## src/rtl/var_shift_pkg.sv

```systemverilog
// Shared definitions for the variable shifter and its serial transmitter.
package var_shift_pkg;

    localparam int WIDTH_DEF = 32;
    localparam int LEN_W_DEF = 6;

    localparam logic DIR_RIGHT = 1'b0;
    localparam logic DIR_LEFT  = 1'b1;

    typedef enum logic [1:0] {
        IDLE  = 2'd0,
        SHIFT = 2'd1,
        PAR   = 2'd2,
        DONE  = 2'd3
    } state_e;

endpackage

```

## src/rtl/var_shift_par.sv

```systemverilog
// Parity (XOR) of the low lenc bits of a word; only built with VAR_SHIFT_TX_PARITY_EN.
module var_shift_par
    import var_shift_pkg::*;
#(
    parameter int WIDTH = WIDTH_DEF,
    parameter int LEN_W = LEN_W_DEF
) (
    input  logic [WIDTH-1:0] in,
    input  logic [LEN_W-1:0] lenc,
    output logic             par
);

    always_comb begin
        par = 1'b0;
        for (int i = 0; i < WIDTH; i++) begin
            if (LEN_W'(i) < lenc) par = par ^ in[i];
        end
    end

endmodule

```

## src/rtl/var_shift_tx.sv

```systemverilog
// Parallel-in/serial-out transmitter: sends the low len bits of a word, LSB- or MSB-first.
// Optional trailing parity bit when VAR_SHIFT_TX_PARITY_EN is defined.
module var_shift_tx
    import var_shift_pkg::*;
#(
    parameter int WIDTH = WIDTH_DEF,
    parameter int LEN_W = LEN_W_DEF
) (
    input  logic             clk,
    input  logic             clr,
    input  logic             load_valid,
    output logic             load_ready,
    input  logic [WIDTH-1:0] in,
    input  logic [LEN_W-1:0] len,
    input  logic             dir,
    input  logic             en,
    output logic             ser_out,
    output logic             ser_valid,
    output logic             busy,
    output logic             done
);

    state_e           state_q, state_d;
    logic [WIDTH-1:0] sr_q, sr_d, sr_sel;
    logic [LEN_W-1:0] cnt_q, cnt_d, lenc_q, lenc_d, lenc_in, lm1_d;
    logic             dir_q, dir_d, par_q, par_d, par_in;
    logic             ser_out_q, ser_out_d, ser_valid_q, ser_valid_d;
    logic             busy_q, busy_d, done_q, done_d, load_ready_q, load_ready_d;

    assign lenc_in = (len > LEN_W'(WIDTH)) ? LEN_W'(WIDTH) : len;

`ifdef VAR_SHIFT_TX_PARITY_EN
    var_shift_par #(.WIDTH(WIDTH), .LEN_W(LEN_W)) u_par (
        .in  (in),
        .lenc(lenc_in),
        .par (par_in)
    );
`else
    assign par_in = 1'b0;
`endif

    always_comb begin
        state_d = state_q;
        sr_d    = sr_q;
        cnt_d   = cnt_q;
        lenc_d  = lenc_q;
        dir_d   = dir_q;
        par_d   = par_q;
        case (state_q)
            IDLE: begin
                if (load_valid) begin
                    sr_d    = in;
                    dir_d   = dir;
                    lenc_d  = lenc_in;
                    cnt_d   = lenc_in;
                    par_d   = par_in;
                    state_d = (lenc_in == '0) ? DONE : SHIFT;
                end
            end
            SHIFT: begin
                if (en) begin
                    sr_d  = (dir_q == DIR_LEFT) ? (sr_q << 1) : (sr_q >> 1);
                    cnt_d = cnt_q - 1'b1;
                    if (cnt_q == LEN_W'(1)) begin
`ifdef VAR_SHIFT_TX_PARITY_EN
                        state_d = PAR;
`else
                        state_d = DONE;
`endif
                    end
                end
            end
`ifdef VAR_SHIFT_TX_PARITY_EN
            PAR: begin
                if (en) state_d = DONE;
            end
`endif
            DONE:    state_d = IDLE;
            default: state_d = IDLE;
        endcase

        // Outputs are registered: decode them from the next-state values.
        lm1_d        = lenc_d - 1'b1;
        sr_sel       = sr_d >> lm1_d;
        ser_valid_d  = (state_d == SHIFT) || (state_d == PAR);
        ser_out_d    = 1'b0;
        if (state_d == SHIFT) ser_out_d = (dir_d == DIR_LEFT) ? sr_sel[0] : sr_d[0];
        if (state_d == PAR)   ser_out_d = par_d;
        busy_d       = (state_d != IDLE);
        done_d       = (state_d == DONE);
        load_ready_d = (state_d == IDLE);
    end

    always_ff @(posedge clk) begin
        if (clr) begin
            state_q      <= IDLE;
            sr_q         <= '0;
            cnt_q        <= '0;
            lenc_q       <= '0;
            dir_q        <= 1'b0;
            par_q        <= 1'b0;
            ser_out_q    <= 1'b0;
            ser_valid_q  <= 1'b0;
            busy_q       <= 1'b0;
            done_q       <= 1'b0;
            load_ready_q <= 1'b1;
        end else begin
            state_q      <= state_d;
            sr_q         <= sr_d;
            cnt_q        <= cnt_d;
            lenc_q       <= lenc_d;
            dir_q        <= dir_d;
            par_q        <= par_d;
            ser_out_q    <= ser_out_d;
            ser_valid_q  <= ser_valid_d;
            busy_q       <= busy_d;
            done_q       <= done_d;
            load_ready_q <= load_ready_d;
        end
    end

    assign ser_out    = ser_out_q;
    assign ser_valid  = ser_valid_q;
    assign busy       = busy_q;
    assign done       = done_q;
    assign load_ready = load_ready_q;

endmodule

```

## config.mk

```make
export PLATFORM = sky130hd
export DESIGN_NAME = var_shift_tx
export DESIGN_NICKNAME = d
export VERILOG_FILES = /design/src/rtl/var_shift_pkg.sv /design/src/rtl/var_shift_par.sv /design/src/rtl/var_shift_tx.sv
export SDC_FILE = /design/constraint.sdc
export NUM_CORES = 1
export LEC_CHECK = 0
export ABC_AREA = 1
export CAP_MARGIN = 10
export CORE_AREA = 2 2 77 98
export CTS_BUF_LIST = sky130_fd_sc_hd__clkbuf_4 sky130_fd_sc_hd__clkbuf_8 sky130_fd_sc_hd__clkbuf_16
export CTS_CLUSTER_SIZE = 10
export DETAILED_ROUTE_END_ITERATION = 8
export DIE_AREA = 0 0 79 100
export PLACE_DENSITY = 0.77
export SLEW_MARGIN = 20
export SYNTH_ARGS = -nofsm -noshare
export SYNTH_HDL_FRONTEND = slang
export SYNTH_SLANG_ARGS = --single-unit
```

## constraint.sdc

```tcl
create_clock -name clk -period 2.79 [get_ports clk]
set_input_delay 0.558 -clock clk [delete_from_list [all_inputs] [get_ports clk]]
set_output_delay 0.558 -clock clk [all_outputs]
set_load 0.05 [all_outputs]
```

# Yosys cells after proc, flatten, opt, wreduce, memory -nomap -nowiden
# Cells that the tools add are included.
[totals]
register_bits = 53
in_bits = 43
output_inout_bits = 5
[op_classes]
n_addsub = 2
magnitude_cmp = 1
n_eq_ne = 7
shifts = 1
n_mux = 22
reduce_logical = 7
[op_table]
columns = ["op", "count"]
rows = [
  ["two-way mux 32 bit", 3],
  ["one-hot mux 32 bit (2 select lines)", 1],
  ["right shift 32 x 6 -> 1 bit", 1],
  ["two-way mux 6 bit", 5],
  ["one-hot mux 6 bit (2 select lines)", 1],
  ["subtractor 6 x 1 -> 6 bit (second input constant)", 2],
  ["two-way mux 2 bit", 4],
  ["two-way mux 1 bit", 7],
  ["== test 6 x 1 -> 1 bit (second input constant)", 1],
  ["greater-than comparator 6 bit (second input constant)", 1],
  ["zero test 6 bit", 1],
  ["== test 2 x 1 -> 1 bit (second input constant)", 2],
  ["== test 2 bit (second input constant)", 2],
  ["zero test 2 bit", 2],
  ["inequality test 2 bit (second input constant)", 2],
  ["one-hot mux 2 bit (2 select lines)", 1],
  ["nonzero test 2 bit", 2],
  ["AND reduction 3 bit", 1],
  ["logical OR 1 bit", 1],
]

# Longest topological paths before layout
# Gate-level depths: netlist (run 1).
[logic_depth]
depth_word = 9
depth_mapped = 20

# Worst setup path after synthesis (run 1)
# OpenSTA, ideal clock, no wires.
[synth_timing]
kind = "input to register"
startpoint = "input len[5]"
endpoint = "register ser_out_q (netlist: ser_out)"
setup_ns = 0.058
arrival_time_ns = 2.319
t_required_ns = 2.732
path_slack_ns = 0.413
path_stages = 20
n_path_buf = 3
path_cell_list = "inv_1 -> nand2_1 -> nand3_1 -> nand2_2 -> buf_6 -> buf_6 -> ha_1 -> clkbuf_1 -> inv_1 -> nand3_1 -> nand2_1 -> nand2_1 -> nand2_1 -> nand2_1 -> nand2_1 -> nand2_1 -> nand3_1 -> nand2_1 -> nand2_1 -> nand2_1"
[synth_via]
elab_chain_len = 9
[synth_rtl]
columns = ["item", "line_no", "source"]
rows = [
  ["start: declaration", "var_shift_tx.sv:14", "input logic [LEN_W-1:0] len,"],
  ["greater-than comparator 6 bit", "var_shift_tx.sv:30", "assign lenc_in = (len > LEN_W'(WIDTH)) ? LEN_W'(WIDTH) : len;"],
  ["two-way mux 6 bit *", "var_shift_tx.sv:30", ""],
  ["two-way mux 6 bit / zero test 6 bit (equally long branches)", "var_shift_tx.sv:51, var_shift_tx.sv:57", ""],
  ["two-way mux 6 bit / two-way mux 2 bit (equally long branches)", "var_shift_tx.sv:49, var_shift_tx.sv:57", ""],
  ["subtractor 6 x 1 -> 6 bit / two-way mux 2 bit (equally long branches)", "var_shift_tx.sv:83, var_shift_tx.sv:51", ""],
  ["right shift 32 x 6 -> 1 bit / one-hot mux 2 bit (2 select lines) (equally long branches)", "var_shift_tx.sv:84, var_shift_tx.sv:49", ""],
  ["two-way mux 1 bit / == test 2 x 1 -> 1 bit (equally long branches)", "var_shift_tx.sv:87", "if (state_d == SHIFT) ser_out_d = (dir_d == DIR_LEFT) ? sr_sel[0] : sr_d[0];"],
  ["two-way mux 1 bit", "var_shift_tx.sv:87", ""],
  ["two-way mux 1 bit *", "var_shift_tx.sv:88", "if (state_d == PAR) ser_out_d = par_d;"],
  ["end signal: assignment", "var_shift_tx.sv:114", "ser_out_q <= ser_out_d;"],
  ["end: declaration", "var_shift_tx.sv:27", "logic ser_out_q, ser_out_d, ser_valid_q, ser_valid_d;"],
]
# Every way passes the cells marked *; elsewhere a longest branch is shown, timed or not.
# A chain may end at the register's enable or synchronous reset.

# Final worst setup path (run 1)
[layout_timing]
startpoint = "input load_valid"
endpoint = "register ser_out_q (netlist: ser_out)"
[layout_via]
elab_chain_len = 7
[layout_rtl]
columns = ["item", "line_no", "source"]
rows = [
  ["start: declaration", "var_shift_tx.sv:11", "input logic load_valid,"],
  ["two-way mux 6 bit", "var_shift_tx.sv:51", "if (load_valid) begin"],
  ["two-way mux 6 bit", "var_shift_tx.sv:49", "case (state_q)"],
  ["subtractor 6 x 1 -> 6 bit", "var_shift_tx.sv:83", "lm1_d = lenc_d - 1'b1;"],
  ["right shift 32 x 6 -> 1 bit", "var_shift_tx.sv:84", "sr_sel = sr_d >> lm1_d;"],
  ["two-way mux 1 bit (2 in a row)", "var_shift_tx.sv:87", ""],
  ["two-way mux 1 bit *", "var_shift_tx.sv:88", ""],
]
# Marks and branches as above.

==> qor.yml, run 1 <==
layout:
  utilization: 0.6407
  final_cell_area_um2: 4546
  num-fill-cells: 686
  regArea_um2: 1061
  multi_input_area_um2: 2318
  antenna_cells: 0
  layout-drive-gt1-share: 0.07028
  syn_to_final_growth_pct: 17.42
  fin_nets: 732
run_status:
  outcome: "complete, no violations"
floorplanning:
  die-area_um2: 7900
  initial_core_util: 0.5457
  core-area_um2: 7094
  boundaryPins: 48
  die_w_um: 79
  num_rows: 35
  die_h_um: 100
clock_network:
  htree_levels: 2
  ctsHoldBuffers: 0
  cts_tree: "built"
  cts_buffers: 5
  cts-root-buf: "clkbuf_8"
  cts_repair_resize_count: 0
  cts_max_path_buffers: 2
  clk_latency_ps: 310
  clk_pin_slew_ps: 110
  cts_setup_buffers: 0
  clkSinkCount: 53
global_route:
  overflow: 0
  use_met3: 0.03597
  busiest_layer: "met2"
  first_global_vias: 4123
  grt_max_degree: 34
  grt_util_met1: 0.3697
  antenna_found_initial: 0
  grt_first_pass_wirelength_um: 19310
  grt_use_total: 0.3073
  use_met2: 0.5378
setup_path:
  cpPeakStageDelay_ps: 600
  cp-startpoint: "load_valid"
  cp_max_fo: 8
  reg2reg_from: "state_q[1]$_SDFF_PP0_"
  critPathBufInv: 2
  critical-path-top-delay-family: "buffers and inverters"
  crit_slowest_cell: "clkdlybuf4s50_1"
  critPathLaunchType: "input port"
  crit_chain: "clkdlybuf4s50_1 -> nand2_4 -> o21ai_1 -> ha_1 -> inv_1 -> nand3_1 -> nand3_1 -> nand3_1 -> nand2_1 -> nand2_1 -> nand3_1 -> nand2_1 -> nand2_1 -> nand2_1"
  end_kind: "flip-flop"
  worstPathArrival_ps: 2700
  critPathKind: "input port to flip-flop"
  cp_common_cell: "nand2_1"
  cp_data_required_time_ps: 3010
sta:
  slew_viol_final: 0
  fin_ws_ps: 304.8
  clock_skew_ps: 8.300
  period_needed_ps: 2485
  finalCritPeriodShare: 0.8908
  slew_headroom: 0.5198
  max_freq_mhz: 402.4
  rsz0062_at_grt: "no"
  holdWs_ps: 450.1
  final-hold-violation-count: 0
  setup_viol: 0
  tightest_slew_ps: 718.0
power:
  power_leakage_nw: 2.162
  power_density_nw_per_um2: 472.2
  vdd_ir_drop_max_mv: 0.3175
synth:
  yosysWarnings: 0
  async_reset_ff_frac: 0
  ys.flop_type: "dfxtp_1"
  synthTopCellsByCount: "nand2_1 (151), nand3_1 (120), inv_1 (73), nor2_1 (63), dfxtp_1 (53)"
  synth_edf_count: 0
  synth_most_common_cell: "nand2_1"
  synth_area_um2: 3871
  synth_nets: 689
  synth_cells: 639
  ys_seq_area_frac: 0.2741
  avgSynthCellArea_um2: 6.058
  yosys-top-cells-area: "dfxtp_1 (27%), nand3_1 (16%), nand2_1 (15%)"
  ys_ff_latch: 53
  yosysTopAreaCellShare: 0.2741
  synth_cell_types: 33
  yosys.area.top_type: "dfxtp_1"
route:
  first_iter_violations: 378
  wirelength_um: 12080
  antenna_left: 0
  routed_via_density: 5.803
  vias: 4497
  drt-pass1-iter-count: 5
  drc_errors: 0
  wl_per_cell_um: 15.59
place:
  portBuffers: 47
  place_hpwl_um: 8701
  pre_cts_slack_ps: -13.96
  postPlaceCellArea_um2: 4459
  gp_congestion: 0.9456
run:
  drv_cap: 0
min_path:
  min_from: "par_q$_SDFF_PP0_"
  min_path_type: "flip-flop to flip-flop"
-- report_power, final --
part / internal, mW / switching (mW)
combinational: 0.311 / 0.498
sequential: 0.825 / 0.0561
clock: 0.175 / 0.282
total: 1.31 / 0.836
-- worst reg2reg max path, delay by kind of cell, from the launching register on --
kind,cells,cell delay (ps)
fa+ha+maj,1,280
compound gates,1,230
simple gates,11,1210
buf+inv,1,250
flops,1,410
-- path summary, 6_finish.rpt --
kind                                      endpoint  slack [ps]  cells after the start
worst min-delay path              par_q$_SDFF_PP0_         450                      2
worst min register to register    par_q$_SDFF_PP0_         450                      2
worst max-delay path            ser_out$_SDFF_PP0_         300                     14
worst max register to register  ser_out$_SDFF_PP0_         320                     14
-- flip-flops by register name, summed over array words and instances (netlist names) --
register    flops
sr_q           32
cnt_q           6
lenc_q          6
state_q         2
busy            1
dir_q           1
done            1
load_ready      1
par_q           1
ser_out         1
ser_valid       1
-- cell usage in the layout, fill, tap and decap left out, drive strengths merged --
master         netlist  final
clkdlybuf4s50        0     47
o21ai               35     35
ha                   7      7
a221oi               2      2
a2111oi              1      1
clkinv               0      2
or2                  2      2
or3                  1      1
nor3                 2      2
nand3              121    121
o32ai                1      1
inv                 77     77
clkinvlp             0      1
clkbuf              15      5
a21oi               21     21
buf                 23     27
dfxtp               53     53
a31oi                1      1
nand4               19     19
nand3b              34     34
o221ai               1      1
nand2              154    154
xor2                 3      3
nor2                65     65
o21a                 1      1
-- final cells by class --
class                   count  area share
flip-flops and latches     53      0.2334
clock buffers               5     0.01514
multi-input cells         471      0.5100
repair buffers             74      0.1481
clock inverters             3    0.003854
inverters                  77     0.06413
well taps                  92     0.02532
-- layer usage --
| metal | vias to the layer above | share of wire |
|---|---|---|
| li1 | 2165 | - |
| met1 | 2109 | 0.41 |
| met2 | 191 | 0.49 |
| met3 | 32 | 0.059 |
| met4 | 0 | 0.040 |
| met5 | - | 0 |
-- cells by family (layout without fill, tap and decap cells) --
logic type | count (synthesis) | in the layout | synth area share
simple gates | 398 | 398 | 0.4813
xor+xnor | 3 | 3 | 0.006789
flops | 53 | 53 | 0.2741
compound gates | 63 | 63 | 0.08824
buf+inv | 115 | 159 | 0.1270
fa+ha+maj | 7 | 7 | 0.02262
-- metrics by stage --
| stage | cells | setup TNS [ps] | total power [mW] |
|---|---|---|---|
| 2_1_floorplan | 639 | 0 | 1.441 |
| 3_3_place_gp | 767 | 0 | 1.675 |
| 3_5_place_dp | 767 | -13.96 | 1.693 |
| 4_1_cts | 775 | 0 | 2.140 |
| 5_1_grt | 775 | 0 | 2.285 |
| 6_report | 775 | 0 | 2.146 |
Note: power is estimated with default switching activity, not from simulation.
==> run 2, diff against run 1 <==
CTS_CLUSTER_DIAMETER = 40   (was not set)
CTS_CLUSTER_SIZE = 8   (was 10)
SKIP_CTS_REPAIR_TIMING = 1   (was not set)
==> results of run 2 <==
Final layout, timing and power as in run 1 (identical DEF).
==> run 3, diff against run 2 <==
GPL_ROUTABILITY_DRIVEN = 0   (was not set)
SKIP_LAST_GASP = 1   (was not set)
==> run 3 against run 2 <==
Net effect: fmax rose by 1.4%; combinational power is 0.6% lower; die area is the same; sequential power is essentially flat; first-iteration DRC count grew 44%; register-to-register slack gained 140 ps; utilization rose by 0.053 points; sequential share of layout area about the same; power up 5.2%; wire length down 3.3%; largest cell class unchanged.
==> qor.yml, run 3 (synthesized netlist as in run 1, its figures left out) <==
run_status:
  outcome: "complete, no violations"
clock_network:
  clk_latency_ps: 320
  clk_pin_slew_ps: 110
  cts-root-buf: "clkbuf_8"
  clkSinkCount: 53
  cts_tree: "built"
  htree_levels: 2
  cts_buffers: 5
  cts_max_path_buffers: 2
place:
  pre_cts_slack_ps: 25.96
  placed_cells: 763
  portBuffers: 47
  place_hpwl_um: 8478
run:
  drv_cap: 0
power:
  power_density_nw_per_um2: 496.3
  power_mw: 2.258
  vdd_ir_drop_max_mv: 0.3639
  power_leakage_nw: 2.161
setup_path:
  cp_max_fo: 8
  cp_common_cell: "nand2_1"
  end_kind: "flip-flop"
  crit_slowest_cell: "clkdlybuf4s50_1"
  critPathBufInv: 2
  cpPeakStageDelay_ps: 600
  cp_data_required_time_ps: 3020
  crit_chain: "clkdlybuf4s50_1 -> nand2_4 -> o21ai_1 -> ha_1 -> inv_1 -> nand3_1 -> nand2_1 -> nand2_1 -> nand2_1 -> nand2_1 -> nand2_1 -> nand2_1 -> nand3_1 -> nand2_1 -> nand2_1 -> nand2_1"
  critical-path-top-delay-family: "buffers and inverters"
  critPathKind: "input port to flip-flop"
  worstPathArrival_ps: 2680
  critPathLaunchType: "input port"
floorplanning:
  die_h_um: 100
  core-area_um2: 7094
  num_rows: 35
  die_w_um: 79
  initial_core_util: 0.5457
  boundaryPins: 48
  die-area_um2: 7900
global_route:
  antenna_found_initial: 0
  grt_use_total: 0.2988
  grt_max_degree: 34
  overflow: 0
  first_global_vias: 4071
  grt_first_pass_wirelength_um: 19040
sta:
  fin_ws_ps: 338.8
  slew_headroom: 0.5949
  tightest_slew_ps: 592.3
  rsz0062_at_grt: "no"
  clock_skew_ps: 16.86
  fin_setup_tns_ps: 0
  setup_viol: 0
  finalCritPeriodShare: 0.8786
  max_freq_mhz: 408.0
  slew_viol_final: 0
  final-hold-violation-count: 0
  period_needed_ps: 2451
route:
  wirelength_um: 11680
  routed_via_density: 5.739
  drc_errors: 0
  antenna_left: 0
  drt-pass1-iter-count: 8
  vias: 4425
  wl_per_cell_um: 15.15
  first_iter_violations: 546
layout:
  layout-drive-gt1-share: 0.06480
  final_common_cell: "nand2_1"
  largestRegisters: "sr_q: 32 flops, cnt_q: 6 flops, lenc_q: 6 flops"
  utilization: 0.6413
  antenna_cells: 0
  final_cell_mix: "nand2_1 (151), nand3_1 (120), inv_1 (73)"
  regMostFlops: "sr_q"
  instances_no_fill: 771
  syn_to_final_growth_pct: 17.52
  largest_reg_flops: 32
  fin_nets: 728
min_path:
  min_path_type: "flip-flop to flip-flop"
-- run 3: layout make-up --
type	count	area, um2
timing repair buffer	70	643.1
tap	92	115.1
multi-input combinational	471	2318
clock buffer	7	90.09
clock inverter	1	30.03
sequential	53	1061
fill	693	2545
inverter	77	291.5
-- run 3: tightest hold or removal path, cell delays in order (launching register included) --
cell,delay [ps]
dfxtp_1,310
nand2_1,50
nor2_1,50
-- run 3: power breakdown --
| group | internal, mW | total, mW | switching [mW] | leakage (nW) |
|---|---|---|---|---|
| combinational | 0.307 | 0.804 | 0.497 | 1.66 |
| sequential | 0.825 | 0.880 | 0.0556 | 0.439 |
| clock | 0.303 | 0.574 | 0.271 | 0.0619 |
| total | 1.43 | 2.26 | 0.823 | 2.16 |
-- run 3: worst paths after layout --
| kind | slack [ps] | startpoint | endpoint | cells after the start |
|---|---|---|---|---|
| hold / removal | 460 | par_q$_SDFF_PP0_ | par_q$_SDFF_PP0_ | 2 |
| setup / recovery | 340 | load_valid | ser_out$_SDFF_PP0_ | 16 |
| hold reg to reg | 460 | par_q$_SDFF_PP0_ | par_q$_SDFF_PP0_ | 2 |
| setup reg to reg | 460 | state_q[1]$_SDFF_PP0_ | ser_out$_SDFF_PP0_ | 11 |
-- run 3: stage by stage --
step / cell area [um2] / hold slack [ps]
6_report: 4549 / 455.1
5_1_grt: 4549 / 497.4
4_1_cts: 4549 / 454.2
3_5_place_dp: 4429 / 439.5
3_3_place_gp: 4429 / 433.3
2_1_floorplan: 3871 / 419.6
-- run 3: layer usage --
layer | track usage | share of wire
met3 | 0.03687 | 0.074
met4 | 0.1114 | 0.022
met2 | 0.5176 | 0.49
met1 | 0.3789 | 0.42
met5 | 0 | 0
